## config.mk

```make
export PLATFORM = sky130hd
export DESIGN_NAME = regfile_dump_ctrl
export DESIGN_NICKNAME = d
export VERILOG_FILES = /design/src/rtl/regfile_dump_ctrl.sv
export SDC_FILE = /design/constraint.sdc
export NUM_CORES = 1
export LEC_CHECK = 0
export ABC_AREA = 1
export BUFFER_PORTS_ARGS = -buffer_cell sky130_fd_sc_hd__clkbuf_2
export CAP_MARGIN = 15
export CORE_MARGIN = 3
export CORE_UTILIZATION = 40
export DETAILED_ROUTE_END_ITERATION = 6
export PLACE_DENSITY = 0.69
export SETUP_SLACK_MARGIN = 0.2
export SYNTH_ARGS = -nofsm -noshare
export SYNTH_HDL_FRONTEND = slang
export SYNTH_SLANG_ARGS = --single-unit
```

## constraint.sdc

```tcl
create_clock -name clk -period 1.5 [get_ports clk]
set_input_delay 0.15 -clock clk [delete_from_list [all_inputs] [get_ports clk]]
set_output_delay 0.15 -clock clk [all_outputs]
set_load 0.1 [all_outputs]
```

## src/rtl/regfile_dump_ctrl.sv

```systemverilog
// Register file dump controller: walks x0..x(NREGS-1) and streams each word out.
// Optional trailing XOR checksum beat when REGDUMP_CHECKSUM_EN is defined.
module regfile_dump_ctrl #(
   parameter int NREGS = 32,
   parameter int XLEN  = 32,
   parameter int AW    = 5
) (
   input  logic            clk,
   input  logic            rst,
   input  logic            start,
   output logic            busy,
   output logic            done,
   output logic [AW-1:0]   rf_addr,
   input  logic [XLEN-1:0] rf_data,
   output logic            out_valid,
   input  logic            out_ready,
   output logic [XLEN-1:0] out_data,
   output logic [AW-1:0]   out_idx,
   output logic            out_last
);

   typedef enum logic [2:0] {
      IDLE,
      READ,
      SEND,
`ifdef REGDUMP_CHECKSUM_EN
      CSUM,
`endif
      FIN
   } state_t;

   localparam logic [AW-1:0] LAST_IDX = AW'(NREGS - 1);

   state_t          state_q, state_d;
   logic [AW-1:0]   idx_q, idx_d;
   logic [AW-1:0]   rf_addr_q, rf_addr_d;
   logic [XLEN-1:0] data_q, data_d;
   logic [AW-1:0]   oidx_q, oidx_d;
   logic            last_q, last_d;
`ifdef REGDUMP_CHECKSUM_EN
   logic [XLEN-1:0] acc_q, acc_d;
`endif

   always_comb begin
      state_d   = state_q;
      idx_d     = idx_q;
      rf_addr_d = rf_addr_q;
      data_d    = data_q;
      oidx_d    = oidx_q;
      last_d    = last_q;
      rf_addr   = rf_addr_q;
`ifdef REGDUMP_CHECKSUM_EN
      acc_d     = acc_q;
`endif
      unique case (state_q)
         IDLE: begin
            if (start) begin
               idx_d   = '0;
               state_d = READ;
`ifdef REGDUMP_CHECKSUM_EN
               acc_d   = '0;
`endif
            end
         end
         READ: begin
            rf_addr   = idx_q;
            rf_addr_d = idx_q;
            data_d    = rf_data;
            oidx_d    = idx_q;
`ifdef REGDUMP_CHECKSUM_EN
            // The checksum beat carries the last flag instead.
            last_d    = 1'b0;
            acc_d     = acc_q ^ rf_data;
`else
            last_d    = (idx_q == LAST_IDX);
`endif
            state_d   = SEND;
         end
         SEND: begin
            if (out_ready) begin
               if (idx_q == LAST_IDX) begin
`ifdef REGDUMP_CHECKSUM_EN
                  data_d  = acc_q;
                  oidx_d  = '0;
                  last_d  = 1'b1;
                  state_d = CSUM;
`else
                  state_d = FIN;
`endif
               end else begin
                  idx_d   = idx_q + 1'b1;
                  state_d = READ;
               end
            end
         end
`ifdef REGDUMP_CHECKSUM_EN
         CSUM: begin
            if (out_ready) state_d = FIN;
         end
`endif
         FIN: state_d = IDLE;
         default: state_d = IDLE;
      endcase
   end

   always_ff @(posedge clk) begin
      if (rst) begin
         state_q   <= IDLE;
         idx_q     <= '0;
         rf_addr_q <= '0;
         data_q    <= '0;
         oidx_q    <= '0;
         last_q    <= 1'b0;
`ifdef REGDUMP_CHECKSUM_EN
         acc_q     <= '0;
`endif
      end else begin
         state_q   <= state_d;
         idx_q     <= idx_d;
         rf_addr_q <= rf_addr_d;
         data_q    <= data_d;
         oidx_q    <= oidx_d;
         last_q    <= last_d;
`ifdef REGDUMP_CHECKSUM_EN
         acc_q     <= acc_d;
`endif
      end
   end

   assign busy      = (state_q != IDLE);
   assign done      = (state_q == FIN);
`ifdef REGDUMP_CHECKSUM_EN
   assign out_valid = (state_q == SEND) || (state_q == CSUM);
`else
   assign out_valid = (state_q == SEND);
`endif
   assign out_data  = data_q;
   assign out_idx   = oidx_q;
   assign out_last  = last_q;

endmodule

```

After elaboration in Yosys (flattened, before gate mapping)
Index checks and enable logic that the tools add are counted.
{ "classes": {"n_mux": 9, "add_sub_neg": 1, "n_reduce_logical": 5, "n_eq_ne": 7} }
{ "ops": {"columns": ["op", "count"], "rows": [
  ["$mux 5", 4],
  ["$pmux 5 s2", 1],
  ["$pmux 3 s3", 1],
  ["$eq 3x2->1 const B", 2],
  ["$mux 3", 2],
  ["$add 5x1->5 const B", 1],
  ["$eq 5x5->1 const B", 1],
  ["$ne 2x2->1 const B", 2],
  ["$reduce_and 4->1", 1],
  ["$eq 3x1->1 const B", 1],
  ["$logic_not 3->1", 1],
  ["$reduce_bool 3->1", 1],
  ["$mux 2", 1],
  ["$ne 2x1->1 const B", 1],
  ["$reduce_and 2->1", 1],
  ["$reduce_bool 2->1", 1]
]} }
{ "totals": {"inputBits": 36, "reg_bits": 51, "output_inout_bits": 46, "elab_cells": 28} }

Depth between registers and ports, before layout
Gate-level depths: netlist of run 1.
{ "depth": {"depth_word": 4, "depth_mapped": 10, "ltp_nobuf": 10} }

Worst setup path after synthesis of run 1
Ideal clock, no wire load.
{ "synth_path": {"kind": "flip-flop to output port", "startpoint": "register state_q[1]", "endpoint": "output rf_addr[0]", "setup_slack_ps": -141, "arrival_ps": 1491, "required_ps": 1350, "path_stages_with_launch": 6, "n_path_buf": 1, "cell_sequence": "dfxtp_1 -> inv_2 -> nand2_4 -> clkbuf_1 -> nand2_1 -> nand2_1"} }
{ "synth_between": {"elab_chain_cells": 2} }
{ "synth_lines": {"columns": ["item", "line", "text"], "rows": [
  ["start: declaration", "34", "state_t state_q, state_d;"],
  ["start signal: assignment", "118", "state_q <= state_d;"],
  ["$eq 3x1->1", "55", "unique case (state_q)"],
  ["$mux 5", null, null],
  ["end: declaration", "13", "output logic [AW-1:0] rf_addr,"]
]} }
No other way between the ends.

Worst setup path after layout of run 1
{ "layout_path": {"startpoint": "register state_q[1]", "endpoint": "output rf_addr[4]"} }
The elaborated chain is that of the path after synthesis.

==> impl_metrics.csv, run 1 <==
group,metric,value,unit
status,status,"finished, final reports clean",
setup_path,cp_max_fo,7,
synthesis,ys_types,19,
power_and_ir_drop,power,3.51,mW
clocking,tritoncts,"yes",
synthesis,syn-num-nets,288,
timing,drv_slew,0,
timing,slew_headroom,62.9,%
timing,fmax,735,MHz
global_route,grt_use_total,18.3,%
timing,rsz0062_at_grt,"yes",
clocking,clkTransAtPathRegs,80,ps
route,totalWireLength,5.31,mm
timing,worst_pin_slew,559,ps
die,rows,24,
die,ioPinCount,82,
timing,skew,4.15,ps
timing,hold_violations,0,
cells_and_area,fin_area,3060,um^2
cells_and_area,diodes,0,
power_and_ir_drop,irDropWorstVdd,530,uV
global_route,grt.overflow.total,0,
timing,final.setup.tns,0,ps
clocking,numCtsBuffers,5,
synthesis,synth_seq_cells,50,
setup_path,crit_type,"flop to output pin",
setup_path,cp-start-kind,"flop",
clocking,clkLatencyLatePin,280,ps
setup_path,slowest_delay,370,ps
power_and_ir_drop,power.switching,1.42,mW
setup_path,critPathRequiredTime,1350,ps
setup_path,path_cells,"inv_6 -> nand2_8 -> clkinv_8 -> nand2_4 -> nand2_4 -> buf_12",
setup_path,cpMostUsedCell,"nand2_4",
synthesis,synth_cells,250,
placed_design,dpl_cell_area,2490,um^2
route,dr.pass1.iters,4,
route,wl_per_cell,13.2,um
setup_path,ff2ff_setup_slack,160,ps
cells_and_area,nNetsFinal,390,
placed_design,numPortBuffers,81,
timing,period_share,90.8,%
power_and_ir_drop,p_int,2.09,mW
route,drt-initial-drc-count,118,
die,chipHeight,74.6,um
synthesis,syn-mean-instance-area,7.53,um^2
die,core-area,4440,um^2
route,vias,1949,
synthesis,syn-cell-area,1880,um^2
timing,setup-violations-final,0,
global_route,grt_pass1_wl,7.94,mm
placed_design,post-dp-hpwl,3.30,mm
synthesis,yosysWarnings,0,
power_and_ir_drop,swShare,40.5,%
route,drcViolationCount,0,
power_and_ir_drop,p_leak,1.47,nW
die,die_area,5570,um^2
clocking,clock-sinks,50,
clocking,cts_htree_levels,2,
global_route,grt_start_max_net_pins,25,
job,max_cap_viol_count,0,
setup_path,cp_slowest_cell,"dfxtp_4",
setup_path,worstPathArrival,1210,ps
route,viasPerCell,4.82,
die,initial_core_util,42.4,%
synthesis,seq_area_frac_synth,53.2,%
power_and_ir_drop,pwr-share-comb,37.3,%
die,die_w,74.6,um
power_and_ir_drop,seqPwrFrac,42.6,%
clocking,cts-root-buf,"clkbuf_8",
power_and_ir_drop,clkPwrFrac,20.1,%
timing,post-route-min-period,1360,ps
cells_and_area,area_growth_syn_to_layout,62.5,%
hold_path,min_path_type,"input pin to flop",
setup_path,critPathCaptureType,"output pin",
clocking,clock_path_buffers,2,
global_route,antenna_found_initial,0,
cells_and_area,drive_above_1_share,50.9,%
global_route,grt_pass1_vias,1815,
route,antenna_left,0,
placed_design,gp_congestion,0.762,
power_and_ir_drop,power.density,1150,nW/um^2
## state kept, by name, indices dropped and copies added, names as in the netlist
register   flops
out_data      32
idx_q          5
out_idx        5
rf_addr_q      5
state_q        2
out_last       1
## cells in the mapped netlist (all sizes together)
library cell	instances	area share, %
nor2	74	15
dfxtp	50	53
nand2	40	8.8
o21ai	34	9.0
inv	14	2.8
a21oi	13	3.5
clkbuf	9	1.9
nand3	8	2.1
buf	4	1.7
ha	2	1.3
nand4	1	0.33
nor3	1	0.27
## power groups by stage
stage	logic, mW	clock network [mW]	registers, mW
4_1_cts	1.19	0.732	1.48
5_1_grt	1.38	0.784	1.51
2_1_floorplan	0.323	0	2.07
3_3_place_gp	1.11	0	1.51
3_5_place_dp	1.12	0	1.51
6_report	1.31	0.705	1.50
## cell usage in the layout (no fill, tap or decap), drive strengths merged
cell type and count:
buf 35, nand4 1, nand3 8, clkinv 1
nor3 1, dfxtp 50, inv 13, nor2 74
o21ai 34, ha 2, a21oi 13, clkbuf 79
nand2 41
## per-stage QoR
step | utilization (%) | hold slack [ps] | std cells | worst slack (ps)
after floorplan | - | 219 | 250 | -10.0
after global placement | 56.1 | 402 | 377 | 83.2
after CTS | 63.0 | 99.2 | 398 | 118
final | 68.8 | 109 | 404 | 139
after global routing | 68.8 | 120 | 404 | 71.0
after detailed placement | 56.1 | 398 | 377 | 29.5
## logic make-up (layout without fill, tap and decap cells)
kind of cell	after synthesis	count (layout)	synth area share, %
buffers and inverters	27	128	6.38
and+or+nand+nor	124	125	26.6
DFF	50	50	53.2
adders and majority gates	2	2	1.33
AOI/OAI and AO/OA	47	47	12.5
## routing by layer
layer / track usage, % / vias to the layer above / wire (um)
met5: 0 / - / 0
met4: 5.14 / 0 / 36
met3: 5.34 / 6 / 325
met2: 32.6 / 60 / 2650
met1: 21.4 / 886 / 2300
li1: - / 997 / -
## path summary, 6_finish.rpt
kind / to / from / depth (start not counted)
worst max-delay path: rf_addr[4] / state_q[1] / 6
worst min-delay path: out_data[2] / rf_data[2] / 3
worst max register to register: idx_q[1] / idx_q[0] / 9
worst min register to register: out_idx[0] / out_idx[0] / 2
## timing repair
action	4_1_cts	5_1_grt
pin swaps	6	5
setup buffers	13	2
setup endpoints to repair	37	51
hold buffers	0	0
resized for setup	34	58
cloned	1	4
## area by class of cell
type                    count  area, um^2
clock buffers               7        76.3
fillers                   370        1390
inverters                  14        72.6
repair buffers            107         826
flip-flops and latches     50        1020
multi-input cells         174        1000
well taps                  52        65.1
## critical path, delay by kind of cell, from the launching register on
| family | cells | cell delay [ps] |
|---|---|---|
| flip-flops | 1 | 370 |
| AND/OR/NAND/NOR | 3 | 210 |
| buffers and inverters | 3 | 340 |
Note: power is estimated with default switching activity, not from simulation.
==> run 2, diff against run 1 <==
--- a/config.mk
+++ b/config.mk
@@ -5,7 +5,6 @@
 export SDC_FILE = /design/constraint.sdc
 export NUM_CORES = 1
 export LEC_CHECK = 0
-export ABC_AREA = 1
 export BUFFER_PORTS_ARGS = -buffer_cell sky130_fd_sc_hd__clkbuf_2
 export CAP_MARGIN = 15
 export CORE_MARGIN = 3
==> run 2 against run 1 <==
Non-clock buffer count increased by 14. Register-to-register slack got worse by 250 ps. Cell area increased by 3.9%. The run now ends with setup timing left. Maximum frequency decreased by 15%. Critical endpoint is now idx_q[3]. Utilization increased by 2.7 points.
==> impl_metrics.csv, run 2 <==
group,metric,value,unit
synthesis,synth_flop_cell,"dfxtp_1",
die,rows,24,
synthesis,seq_area_frac_synth,53.5,%
clocking,clkLatencyLatePin,310,ps
synthesis,syn-mean-instance-area,8.17,um^2
cells_and_area,diodes,0,
route,vias,1941,
setup_path,setup.worst_path.end,"idx_q[3]",
global_route,grt.overflow.total,0,
route,totalWireLength,5.28,mm
placed_design,numPortBuffers,81,
timing,skew,4.23,ps
setup_path,cp-startpoint,"idx_q[1]",
synthesis,yosysWarnings,0,
synthesis,synth_cells,229,
power_and_ir_drop,power,3.19,mW
synthesis,synth_seq_cells,50,
setup_path,worstPathArrival,1820,ps
clocking,hold_buffers,0,
job,max_cap_viol_count,0,
setup_path,reg2reg_to,"idx_q[3]",
die,ioPinCount,82,
setup_path,crit_family,"simple AND/OR/NAND/NOR gates",
timing,worst_pin_slew,624,ps
setup_path,path_depth,6,
setup_path,cp_max_fo,5,
hold_path,hold_path_depth,3,
cells_and_area,regArea,1010,um^2
route,drcViolationCount,0,
global_route,antenna_found_initial,0,
route,drt-initial-drc-count,44,
clocking,tritoncts,"yes",
cells_and_area,nFillCells,353,
setup_path,critPathCaptureType,"flop",
clocking,clock_path_buffers,2,
cells_and_area,drive_above_1_share,49.3,%
clocking,cts_htree_levels,2,
synthesis,ys_top_cells_by_area,"dfxtp_1 (54%), nand2_1 (18%), a21oi_1 (13%), buf_2 (1.9%), clkbuf_1 (1.4%)",
global_route,grt_pass1_wl,7.89,mm
synthesis,syn-cell-area,1870,um^2
cells_and_area,area_growth_syn_to_layout,70.0,%
synthesis,synthArstFlopShare,0,%
setup_path,path_cells,"ha_4 -> and3_4 -> ha_4 -> and4bb_4 -> a41oi_2 -> a311oi_2",
timing,fmax,627,MHz
status,failed_checks,"setup timing",
synthesis,synth_top_area_share,53.5,%
cells_and_area,largest_reg_flops,32,
placed_design,placed_cells,360,
setup_path,crit_type,"flop to flop",
global_route,grt_pass1_vias,1717,
die,die_area,5530,um^2
timing,slew_headroom,58.4,%
setup_path,r2r_start,"idx_q[1]",
die,initial_core_util,42.1,%
placed_design,gp_congestion,0.695,
hold_path,min_path_type,"input pin to flop",
synthesis,ys_types,25,
synthesis,syn-num-nets,267,
power_and_ir_drop,p_leak,1.45,nW
synthesis,yosysTopAreaCell,"dfxtp_1",
die,core-area,4440,um^2
timing,rsz0062_at_grt,"yes",
route,dr.pass1.iters,4,
setup_path,cp-start-kind,"flop",
timing,drv_slew,0,
die,chipHeight,74.4,um
timing,setup-violations-final,7,
die,die_w,74.4,um
synthesis,synth_edf_count,0,
clocking,cts-root-buf,"clkbuf_8",
setup_path,critPathRequiredTime,1720,ps
status,status,"complete, but fails checks",
cells_and_area,nNetsFinal,378,
timing,fin_ws,-94.1,ps
synthesis,netlist_top_cells_count,"nand2_1 (88), dfxtp_1 (50), a21oi_1 (48), buf_2 (7), clkbuf_1 (7)",
cells_and_area,mostFrequentLayoutCells,"nand2_1 (72), clkbuf_2 (58), dfxtp_1 (46), a21oi_1 (42), buf_4 (20)",
setup_path,cpMostUsedCell,"ha_4",
global_route,grt_use_total,18.0,%
timing,post-route-min-period,1590,ps
setup_path,ff2ff_setup_slack,-90,ps
clocking,clkTransAtPathRegs,90,ps
setup_path,slowest_delay,380,ps
power_and_ir_drop,irDropWorstVdd,592,uV
cells_and_area,final_common_cell,"nand2_1",
power_and_ir_drop,power.density,1000,nW/um^2
timing,period_share,106,%
synthesis,synth_most_common_cell,"nand2_1",
setup_path,cp_slowest_cell,"and4bb_4",
setup_path,r2r.worst_path.cells,6,
clocking,numCtsBuffers,5,
cells_and_area,final_cells,393,
timing,hold_violations,0,
placed_design,post-dp-hpwl,3.17,mm
route,wl_per_cell,13.4,um
route,viasPerCell,4.94,
clocking,clock-sinks,50,
setup_path,path_buf_inv,0,
cells_and_area,multi_input_area,972,um^2
route,antenna_left,0,
global_route,grt_start_max_net_pins,27,
==> run 2: changes by cell type after synthesis, sizes merged, moves of 2 or more <==
| cell | change |
|---|---|
| nand4b | +2 |
| nand2b | +3 |
| nand3 | -4 |
| clkbuf | -2 |
| nor2 | -74 |
| inv | -13 |
| buf | +6 |
| a311oi | +2 |
| and2b | +2 |
| a21oi | +35 |
| o21ai | -33 |
| nand2 | +48 |
==> run 2: layout make-up <==
| class | instances | share of cell area (%) |
|---|---|---|
| Multi-Input combinational cell | 161 | 30.6 |
| Clock buffer | 5 | 2.16 |
| Sequential cell | 50 | 31.7 |
| Inverter | 1 | 0.118 |
| Tap cell | 52 | 2.05 |
| Timing Repair Buffer | 121 | 32.0 |
| Clock inverter | 3 | 1.42 |
==> run 2: worst reg2reg max path, cell delays in order, from the launching register on <==
cell      delay (ps)
dfxtp_2          340
ha_4             160
and3_4           180
ha_4             150
and4bb_4         380
a41oi_2          110
a311oi_2         190
==> run 2: per-layer routing <==
| metal | GRT usage [%] | up-vias | wire, um |
|---|---|---|---|
| met3 | 5.27 | 7 | 316 |
| met2 | 31.0 | 63 | 2620 |
| li1 | - | 976 | - |
| met1 | 22.1 | 895 | 2290 |
| met4 | 4.74 | 0 | 55 |
| met5 | 0 | - | 0 |
==> run 2: cells by family (layout without fill, tap and decap cells) <==
kind of cell | count (synthesis) | after routing | share of synthesized area [%]
and+or+nand+nor | 106 | 106 | 24.5
DFF | 50 | 50 | 53.5
muxes | 1 | 1 | 0.535
adders and majority gates | 2 | 2 | 1.34
buffers and inverters | 18 | 130 | 4.88
AOI/OAI and AO/OA | 52 | 52 | 15.3
==> run 2: repair_timing <==
| item | in CTS | in global routing |
|---|---|---|
| gates cloned | 0 | 3 |
| setup buffers | 18 | 4 |
| resized for setup | 35 | 45 |
| pin swaps | 14 | 13 |
| endpoints found under the setup margin | 34 | 60 |
==> run 2: power breakdown <==
group	leakage, nW	internal, mW	switching [mW]	total, mW
Clock	0.0504	0.496	0.455	0.951
Sequential	0.408	1.38	0.0273	1.40
Combinational	0.995	0.265	0.573	0.837
==> run 2: worst min path at each step <==
stage / start / to / slack, ps
6_report: rf_data[31] / out_data[31] / 50
5_1_grt: rf_data[2] / out_data[2] / 50
4_1_cts: rf_data[30] / out_data[30] / 40
3_5_place_dp: rf_data[30] / out_data[30] / 380
3_3_place_gp: rf_data[9] / out_data[9] / 370
2_1_floorplan: rf_data[0] / out_data[0] / 290
==> run 2: per-stage QoR <==
step	utilization, %	cell area (um^2)	hold slack, ps	worst slack (ps)	setup TNS, ps
2_1_floorplan	-	1930	286	-25.8	-25.8
3_3_place_gp	57.2	2540	373	-41.8	-55.0
3_5_place_dp	57.2	2540	378	-68.1	-100
4_1_cts	66.4	2950	41.3	-83.3	-243
5_1_grt	71.5	3180	46.0	-126	-723
6_report	71.5	3180	53.3	-94.1	-305
==> run 3, diff against run 2 <==
--- a/config.mk
+++ b/config.mk
@@ -11,7 +11,7 @@
 export CORE_UTILIZATION = 40
 export DETAILED_ROUTE_END_ITERATION = 6
 export PLACE_DENSITY = 0.69
-export SETUP_SLACK_MARGIN = 0.2
+export SETUP_SLACK_MARGIN = 0.02
 export SYNTH_ARGS = -nofsm -noshare
 export SYNTH_HDL_FRONTEND = slang
 export SYNTH_SLANG_ARGS = --single-unit
==> run 3 against run 2 <==
Combinational power fell by 15%. Wire length fell by 14%. The flow still finishes with violations (setup timing). Flip-flop and latch count unchanged. Count of clock-buffer cells in the layout grew 1. Sequential power is essentially flat. Clock power is 16% lower. Register-to-register slack improved by 60 ps. Largest power group unchanged. Maximum frequency grew 3.8%. Largest cell class is now flip-flops and latches. Power down 8.7%. First-iteration DRC count increased by 77%.
==> impl_metrics.csv, run 3 (synthesis gave the netlist of run 2 again) <==
group,metric,value,unit
setup_path,cp_slowest_cell,"dfxtp_2",
timing,post-route-min-period,1540,ps
placed_design,numPortBuffers,81,
cells_and_area,drive_above_1_share,43.6,%
route,totalWireLength,4.56,mm
die,die_area,5530,um^2
route,vias,1847,
clocking,cts-root-buf,"clkbuf_8",
cells_and_area,largest_reg_flops,32,
cells_and_area,final_common_cell,"nand2_1",
die,die_w,74.4,um
clocking,hold_buffers,0,
job,max_cap_viol_count,0,
clocking,clock_path_buffers,2,
cells_and_area,utilization,63.8,%
die,initial_core_util,42.1,%
clocking,cts_htree_levels,2,
die,rows,24,
clocking,clkTransAtPathRegs,90,ps
hold_path,hold_path_end,"out_data[25]",
placed_design,post-place-ws,-91.6,ps
global_route,grt_pass1_vias,1535,
global_route,grt_start_max_net_pins,22,
setup_path,critPathCaptureType,"flop",
placed_design,post-dp-hpwl,3.16,mm
setup_path,ff2ff_setup_slack,-40,ps
timing,worst_pin_slew,554,ps
global_route,grt_pass1_wl,6.77,mm
clocking,clkLatencyLatePin,290,ps
hold_path,worst_hold_startpoint,"rf_data[25]",
timing,skew,4.49,ps
cells_and_area,nNetsFinal,365,
cells_and_area,fin_area,2830,um^2
setup_path,worstPathArrival,1750,ps
setup_path,slowest_delay,340,ps
placed_design,dpl_cell_area,2520,um^2
hold_path,min_path_type,"input pin to flop",
global_route,antenna_found_initial,0,
power_and_ir_drop,p_leak,1.29,nW
timing,period_share,102,%
global_route,grt.overflow.total,0,
placed_design,gp_congestion,0.725,
status,status,"complete, but fails checks",
timing,hold_violations,0,
setup_path,crit_type,"flop to flop",
route,antenna_left,0,
setup_path,path_cells,"ha_4 -> and3_4 -> ha_4 -> and4bb_4 -> a41oi_2 -> a311oi_2",
timing,slew_headroom,63.2,%
clocking,tritoncts,"yes",
die,ioPinCount,82,
setup_path,cp_max_fo,5,
setup_path,r2r_start,"idx_q[1]",
status,failed_checks,"setup timing",
placed_design,placed_cells,359,
setup_path,r2r.worst_path.cells,6,
timing,rsz0062_at_grt,"yes",
timing,fin_ws,-36.0,ps
timing,setup-violations-final,2,
cells_and_area,mostFrequentLayoutCells,"nand2_1 (76), clkbuf_2 (73), a21oi_1 (47), dfxtp_1 (46), buf_4 (24)",
route,drt-initial-drc-count,78,
cells_and_area,area_growth_syn_to_layout,51.5,%
power_and_ir_drop,irDropWorstVdd,595,uV
clocking,clock-sinks,50,
global_route,grt_use_total,15.3,%
cells_and_area,final_cells,380,
timing,final.setup.tns,-49.5,ps
setup_path,reg2reg_to,"idx_q[3]",
setup_path,cp-start-kind,"flop",
power_and_ir_drop,power.density,1030,nW/um^2
route,drcViolationCount,0,
route,viasPerCell,4.86,
cells_and_area,nFillCells,402,
die,chipHeight,74.4,um
timing,fmax,651,MHz
hold_path,hold_path_depth,3,
cells_and_area,diodes,0,
timing,drv_slew,0,
clocking,numCtsBuffers,5,
route,wl_per_cell,12.0,um
setup_path,cpMostUsedCell,"ha_4",
setup_path,critPathRequiredTime,1710,ps
route,dr.pass1.iters,4,
die,core-area,4440,um^2
## run 3: changes by cell type in the layout (fill, tap and decap cells not counted), sizes merged
cell	previous run	this run
buf	59	35
clkbuf	67	79
bufinv	1	0
clkinv	0	1
clkinvlp	2	1
## run 3: cell type report
type	count	area (um^2)	share of cell area (%)
multi-input combinational	161	907	32.0
inverter	1	3.75	0.132
tap	52	65.1	2.30
clock inverter	2	12.5	0.442
clock buffer	6	82.6	2.91
timing repair buffer	108	757	26.7
sequential	50	1010	35.5
## run 3: how the worst max path moves through the flow
stage / depth (start not counted) / end / start / slack (ps)
CTS: 6 / idx_q[2] / idx_q[1] / -100
floorplan: 6 / idx_q[3] / idx_q[1] / -50
detailed placement: 6 / idx_q[2] / idx_q[1] / -90
global route: 6 / idx_q[2] / idx_q[1] / -70
finish: 6 / idx_q[3] / idx_q[1] / -40
global placement: 6 / idx_q[3] / idx_q[1] / -60
## run 3: per-layer routing
| metal | GRT usage, % | share of wire [%] |
|---|---|---|
| met1 | 20.7 | 46 |
| met2 | 24.0 | 46 |
| met3 | 4.86 | 7.9 |
| met4 | 3.16 | 0.50 |
| met5 | 0 | 0 |
## run 3: worst max-delay path, delay by kind of cell (launching register included)
kind | cells | cell delay, ps
AO/OA/AOI/OAI | 2 | 280
adder cells (fa/ha/maj) | 2 | 310
flip-flops | 1 | 340
AND/OR/NAND/NOR | 2 | 520
## run 3: repair_timing
action / CTS / global route
endpoints found under the setup margin: 10 / 11
setup buffers: 3 / 10
endpoints found under the hold margin: 0 / 0
gates resized for setup: 14 / 14
pin swaps: 5 / 8
## run 3: metrics by stage
| stage | total power, mW | hold slack (ps) |
|---|---|---|
| 6_report | 2.91 | 65.3 |
| 5_1_grt | 3.04 | 57.8 |
| 4_1_cts | 2.92 | 58.1 |
| 3_5_place_dp | 2.11 | 378 |
| 3_3_place_gp | 2.11 | 373 |
| 2_1_floorplan | 1.95 | 286 |
## run 3: power breakdown
| part | switching, mW | internal (mW) |
|---|---|---|
| Combinational | 0.534 | 0.175 |
| Sequential | 0.0267 | 1.38 |
| Clock | 0.429 | 0.371 |
